## src/rtl/demux_switchover_ctrl.sv

```systemverilog
// Packet-safe demux select sequencer: drains the in-flight packet, closes the gate, swaps select, reopens.
// Latency: idle switch completes in 4 cycles (DRAIN, SWITCH, GUARD, then IDLE with done).
// Backpressure: cmd_ready low while busy; stream gate passes m_tready/s_tvalid only in IDLE or mid-packet.
module demux_switchover_ctrl #(
    parameter int M_COUNT    = 2,
    parameter int CL_M_COUNT = $clog2(M_COUNT),
    parameter int TIMEOUT_W  = 16
) (
    input  logic                  axil_aclk,
    input  logic                  axil_areset,
    input  logic                  cmd_valid,
    output logic                  cmd_ready,
    input  logic [CL_M_COUNT-1:0] cmd_select,
    input  logic [TIMEOUT_W-1:0]  cmd_timeout,
    input  logic                  s_tvalid,
    output logic                  s_tready,
    input  logic                  s_tlast,
    output logic                  m_tvalid,
    input  logic                  m_tready,
    output logic [CL_M_COUNT-1:0] select_active,
    output logic                  busy,
    output logic                  done,
    output logic                  err_timeout,
    output logic                  err_range,
    output logic [15:0]           switch_count
);

    typedef enum logic [1:0] {IDLE, DRAIN, SWITCH, GUARD} state_t;

    state_t                  state, state_nxt;
    logic                    in_pkt;
    logic                    gate_open;
    logic                    hs;
    logic                    cmd_acc;
    logic                    sel_oob;
    logic [CL_M_COUNT-1:0]   pend_sel;
    logic [TIMEOUT_W-1:0]    timer;
    logic [TIMEOUT_W-1:0]    timer_dec;
    logic                    done_nxt;
    logic                    err_timeout_nxt;
    logic                    err_range_nxt;
    logic                    load_cmd;
    logic                    apply_sel;
    logic                    timer_tick;

    assign gate_open = (state == IDLE) || in_pkt;
    assign m_tvalid  = s_tvalid && gate_open;
    assign s_tready  = m_tready && gate_open;
    assign hs        = m_tvalid && m_tready;
    assign cmd_ready = (state == IDLE);
    assign busy      = (state != IDLE);
    assign cmd_acc   = cmd_valid && cmd_ready;
    assign sel_oob   = 32'(cmd_select) >= M_COUNT;
    assign timer_dec = timer - TIMEOUT_W'(1);

    always_comb begin
        state_nxt       = state;
        done_nxt        = 1'b0;
        err_timeout_nxt = 1'b0;
        err_range_nxt   = 1'b0;
        load_cmd        = 1'b0;
        apply_sel       = 1'b0;
        timer_tick      = 1'b0;
        case (state)
            IDLE: begin
                if (cmd_acc) begin
                    if (sel_oob) begin
                        err_range_nxt = 1'b1;
                    end else if (cmd_select == select_active) begin
                        done_nxt = 1'b1;
                    end else begin
                        load_cmd  = 1'b1;
                        state_nxt = DRAIN;
                    end
                end
            end
            DRAIN: begin
                if (!in_pkt) begin
                    state_nxt = SWITCH;
                end else begin
                    // A zero timer means wait forever; expiry beats a coincident tlast.
                    timer_tick = (timer != '0);
                    if (timer_tick && (timer_dec == '0)) begin
                        state_nxt       = IDLE;
                        err_timeout_nxt = 1'b1;
                    end else if (hs && s_tlast) begin
                        state_nxt = SWITCH;
                    end
                end
            end
            SWITCH: begin
                apply_sel = 1'b1;
                state_nxt = GUARD;
            end
            GUARD: begin
                state_nxt = IDLE;
                done_nxt  = 1'b1;
            end
            default: state_nxt = IDLE;
        endcase
    end

    always_ff @(posedge axil_aclk or posedge axil_areset) begin
        if (axil_areset) begin
            state         <= IDLE;
            in_pkt        <= 1'b0;
            pend_sel      <= '0;
            timer         <= '0;
            select_active <= '0;
            switch_count  <= '0;
            done          <= 1'b0;
            err_timeout   <= 1'b0;
            err_range     <= 1'b0;
        end else begin
            state       <= state_nxt;
            done        <= done_nxt;
            err_timeout <= err_timeout_nxt;
            err_range   <= err_range_nxt;
            if (hs) begin
                in_pkt <= !s_tlast;
            end
            if (load_cmd) begin
                pend_sel <= cmd_select;
                timer    <= cmd_timeout;
            end else if (timer_tick) begin
                timer <= timer_dec;
            end
            if (apply_sel) begin
                select_active <= pend_sel;
                switch_count  <= switch_count + 16'd1;
            end
        end
    end

endmodule

```

## config.mk

```make
export PLATFORM = sky130hd
export DESIGN_NAME = demux_switchover_ctrl
export DESIGN_NICKNAME = d
export VERILOG_FILES = /design/src/rtl/demux_switchover_ctrl.sv
export SDC_FILE = /design/constraint.sdc
export NUM_CORES = 1
export LEC_CHECK = 0
export ABC_AREA = 1
export CAP_MARGIN = 10
export CELL_PAD_IN_SITES_DETAIL_PLACEMENT = 1
export CELL_PAD_IN_SITES_GLOBAL_PLACEMENT = 1
export CORE_UTILIZATION = 40
export CTS_CLUSTER_DIAMETER = 100
export DETAILED_ROUTE_END_ITERATION = 10
export GPL_TIMING_DRIVEN = 0
export PLACE_DENSITY = 0.95
export SKIP_CTS_REPAIR_TIMING = 1
export SLEW_MARGIN = 10
export SYNTH_ARGS = -nofsm -noshare
export SYNTH_HDL_FRONTEND = slang
export SYNTH_SLANG_ARGS = --single-unit
```

## constraint.sdc

```tcl
create_clock -name axil_aclk -period 3.71 [get_ports axil_aclk]
set_input_delay 0.9275 -clock axil_aclk [delete_from_list [all_inputs] [get_ports axil_aclk]]
set_output_delay 0.9275 -clock axil_aclk [all_outputs]
set_load 0.005 [all_outputs]
```

== After elaboration in Yosys (flattened, before gate mapping) ==
Cells that the tools add are included.
Widths: inputs -> output; s select.

* Register bits after elaboration: 39
* Latch bits: 0
* Bits in writable memories: 0
* Bits in read-only memories: 0
* Output and inout bits: 24
* Logic and storage cells: 51
* Memories kept: 0

* Add/sub/neg operators: 2
* $mul: 0
* Div/mod/pow operators: 0
* $lt $le $gt $ge: 0
* Equal/unequal tests: 7
* Shifts and indexed selects: 0
* Multiplexer cells: 20
* Bitwise operators: 0
* Reductions and logical operators: 14

{| class="wikitable"
|+ Operators with widths
! operator !! number
|-
| $mux 16 || 2
|-
| $add 16x1->16 const B || 1
|-
| $logic_not 16->1 || 1
|-
| $reduce_bool 16->1 || 1
|-
| $sub 16x1->16 const B || 1
|-
| $mux 1 || 11
|-
| $mux 2 || 5
|-
| $pmux 2 s4 || 1
|-
| $logic_and 1x1->1 || 6
|-
| $eq 2x2->1 const B || 2
|-
| $ne 4x4->1 const B || 1
|-
| $reduce_bool 2->1 || 2
|-
| $reduce_and 3->1 || 1
|-
| $eq 2x1->1 const B || 1
|-
| $logic_not 2->1 || 1
|-
| $ne 2x1->1 const B || 1
|-
| $ne 2x2->1 const B || 1
|-
| $pmux 1 s2 || 1
|-
| $eq 1x1->1 || 1
|-
| $logic_not 1->1 || 1
|-
| $logic_or 1x1->1 || 1
|}

== Depth between registers and ports, before layout ==
* Depth in word-level cells: 9
* Mapped depth: 16

== Least setup slack after synthesis ==
No wires, ideal clock.

* Path type: input to output
* Start: input port s_tvalid
* End: output port m_tvalid
* Arrival: 1.116 ns
* Setup slack: 1.666 ns
* Stages on the path: 2
* Path buffers: 0
* Cells stage by stage: inv_1 > nor2_1

* Word-level cells in the longest chain between the ends: 1

{| class="wikitable"
|+ Ends and longest elaborated chain
! what !! RTL line !! text
|-
| from (decl) || 15 || <nowiki>input logic s_tvalid,</nowiki>
|-
| $logic_and 1x1->1 || 47 || <nowiki>assign m_tvalid = s_tvalid && gate_open;</nowiki>
|-
| to (decl) || 18 || <nowiki>output logic m_tvalid,</nowiki>
|}

Every way passes these cells.

== Final worst setup path ==
Ends and elaborated chain as after synthesis.

==> impl_metrics.yaml <==
yosys:
  synth_edf_count: 0
  synth_area_per_cell_um2: 7.62
  synthDistinctLibCells: 33
  yosysSeqAreaShare_pct: 42.4
  synth-seq-cells: 39
  synth-main-ff-cell: "dfrtp_1"
  synthesis.area_um2: 2300
  netlist_instances: 302
  async_reset_ff_share_pct: 100
  synth_fp_nets: 332
  synth_warnings: 0
sta:
  rsz0062_at_grt: "no"
  finalCriticalPeriod_ns: 3.14
  finalHoldViolations: 0
  worstMarginPinSlew_ns: 0.614
  slew_violations: 0
  slew_headroom_pct: 58.9
  setup_viol_count_final: 0
  fin_crit_sh_pct: 84.5
  skew_ns: 0.00664
  max_freq_mhz: 319
  fin_setup_tns_ns: 0
worst_setup_path:
  r2r_cells: 8
  worstSetupStartpoint: "s_tvalid"
  startpoint_type: "primary input"
  crit_fanout: 3
  path_class: "in -> out"
  end_kind: "primary output"
  r2r_start: "state[0]$_DFFE_PP0P_"
  arrival_ns: 2.21
  cp.required_ns: 2.78
clock_tree:
  clock-root-buffer: "clkbuf_8"
  clk_pin_slew_ns: 0.08
  htreeDepth: 2
  cts_tree: "yes"
  clock_sink_count: 39
  cts_buffers: 5
  insertion_delay_ns: 0.31
  clockBufferDepth: 2
power_and_ir_drop:
  power_density_nw_per_um2: 666
  combPwrFrac_pct: 45.4
  p_leak_nw: 1.40
  clockPowerShare_pct: 18.6
  power.switching_mw: 0.847
  peakVddDrop_mv: 0.344
  p_seq_share_pct: 36.0
  swShare_pct: 42.8
  internal_power_mw: 1.13
place:
  port_buffers: 45
  place_congestion: 0.854
  placed_area_um2: 2860
  dp_hpwl_um: 5110
floorplan:
  num_rows: 27
  ios: 47
  core_area_um2: 5540
  die_h_um: 77.8
  die_x_um: 77.8
  dieArea_um2: 6060
  initial_utilization_pct: 41.5
global_route:
  grt_max_degree: 30
  use_met3_pct: 3.88
  grt_antenna_before_repair: 0
  grt_use_total_pct: 23.8
  top_usage_layer: "met2"
  grt_first_pass_wirelength_um: 11200
  grt_overflow: 0
  grt_pass1_vias: 2359
  met1_usage_pct: 28.2
  grtUsageMet2_pct: 43.3
finish:
  layout.nets: 385
  diodes: 0
  final_cell_area_um2: 2970
  ff_latch_area_um2: 976
  multi_input_area_um2: 1150
  area_delta_synth_final_pct: 29.3
  layout_commonest_cell: "nand2_1"
  layout_common_cells: "nand2_1 (75), clkdlybuf4s50_1 (45), nor2_1 (41), inv_1 (39), dfrtp_1 (39)"
  fillerInstances: 716
  drive_above_1_share_pct: 9.55
drt:
  drt_iter0_markers: 93
  wl_per_cell_um: 15.3
  first_pass_iters: 4
  routed_wl_um: 6560
  vias_per_cell: 5.11
  vias: 2185
  ant_nets: 0
  post-route-drc-count: 0
min_path:
  holdPathStages: 2
  hp-class: "reg -> reg"
  worstHoldStart: "switch_count[15]$_DFFE_PP0P_"
outcome:
  status: "finished, final reports clean"
run:
  cap_violations: 0
synth_stat cells, drive strengths merged (3+ instances only):
cell type | number | area share [%]
a31oi | 5 | 1.4
inv | 42 | 6.9
o22ai | 7 | 1.9
xor2 | 14 | 5.3
nor3 | 3 | 0.65
ha | 7 | 3.8
o221ai | 3 | 1.1
dfrtp | 39 | 42
a21oi | 6 | 1.3
buf | 3 | 0.76
o211ai | 3 | 0.98
nand2 | 81 | 14
nand3 | 19 | 4.1
nor2 | 49 | 9.3
o21ai | 9 | 2.1
metal layers:
metal	share of wire (%)	vias to the layer above
li1	-	1064
met1	43	1079
met2	52	34
met3	3.4	8
met4	1.6	0
met5	0	-
power groups by stage:
stage	clock network, mW	registers [mW]	logic, mW
floorplan	0	0.678	0.591
global placement	0	0.703	0.834
detailed placement	0	0.716	0.894
CTS	0.373	0.709	0.907
global route	0.391	0.732	1.01
finish	0.368	0.712	0.900
state kept, by name (all words and copies together), names as in the netlist, named ones only:
name	cells
err_timeout	1
state	1
in_pkt	1
done	1
pend_sel	1
switch_count	16
timer	16
select_active	1
path summary, 6_finish.rpt:
kind                                                end  slack [ns]
max                                            m_tvalid        0.57
min                        switch_count[15]$_DFFE_PP0P_        0.51
max reg2reg                        timer[1]$_DFFE_PP0P_        1.39
min reg2reg                switch_count[15]$_DFFE_PP0P_        0.51
max in group asynchronous         timer[15]$_DFFE_PP0P_        2.35
min in group asynchronous  switch_count[15]$_DFFE_PP0P_        0.91
critical path, stage by stage:
cell             delay (ns)
clkdlybuf4s50_1        0.48
inv_1                  0.05
nor2_1                 0.20
clkdlybuf4s50_1        0.55
through the flow:
step	utilization [%]	setup slack, ns	power, mW	hold slack [ns]	instances
2_1_floorplan	-	1.67	1.27	0.450	302
3_3_place_gp	51.3	0.657	1.54	0.474	419
3_5_place_dp	51.6	0.591	1.61	0.487	420
4_1_cts	53.7	0.578	1.99	0.511	428
5_1_grt	53.7	0.541	2.13	0.542	428
6_report	53.7	0.574	1.98	0.507	428
cells by family after synthesis:
| kind of cell | share of synthesized area, % |
|---|---|
| and+or+nand+nor | 30.0 |
| buffers and inverters | 7.78 |
| DFF | 42.4 |
| AOI/OAI and AO/OA | 9.68 |
| xor gates and xnor gates | 5.71 |
| adders and majority gates | 3.81 |
| other | 0.163 |
| muxes | 0.489 |
layout make-up:
cell class	instances	area share (%)
multi-input combinational	217	38.5
sequential	39	32.8
timing repair buffer	46	15.8
inverter	42	5.30
tap	72	3.03
clock buffer	5	2.31
clock inverter	3	1.47
buffer	4	0.715
Note: power is estimated with default switching activity, not from simulation.
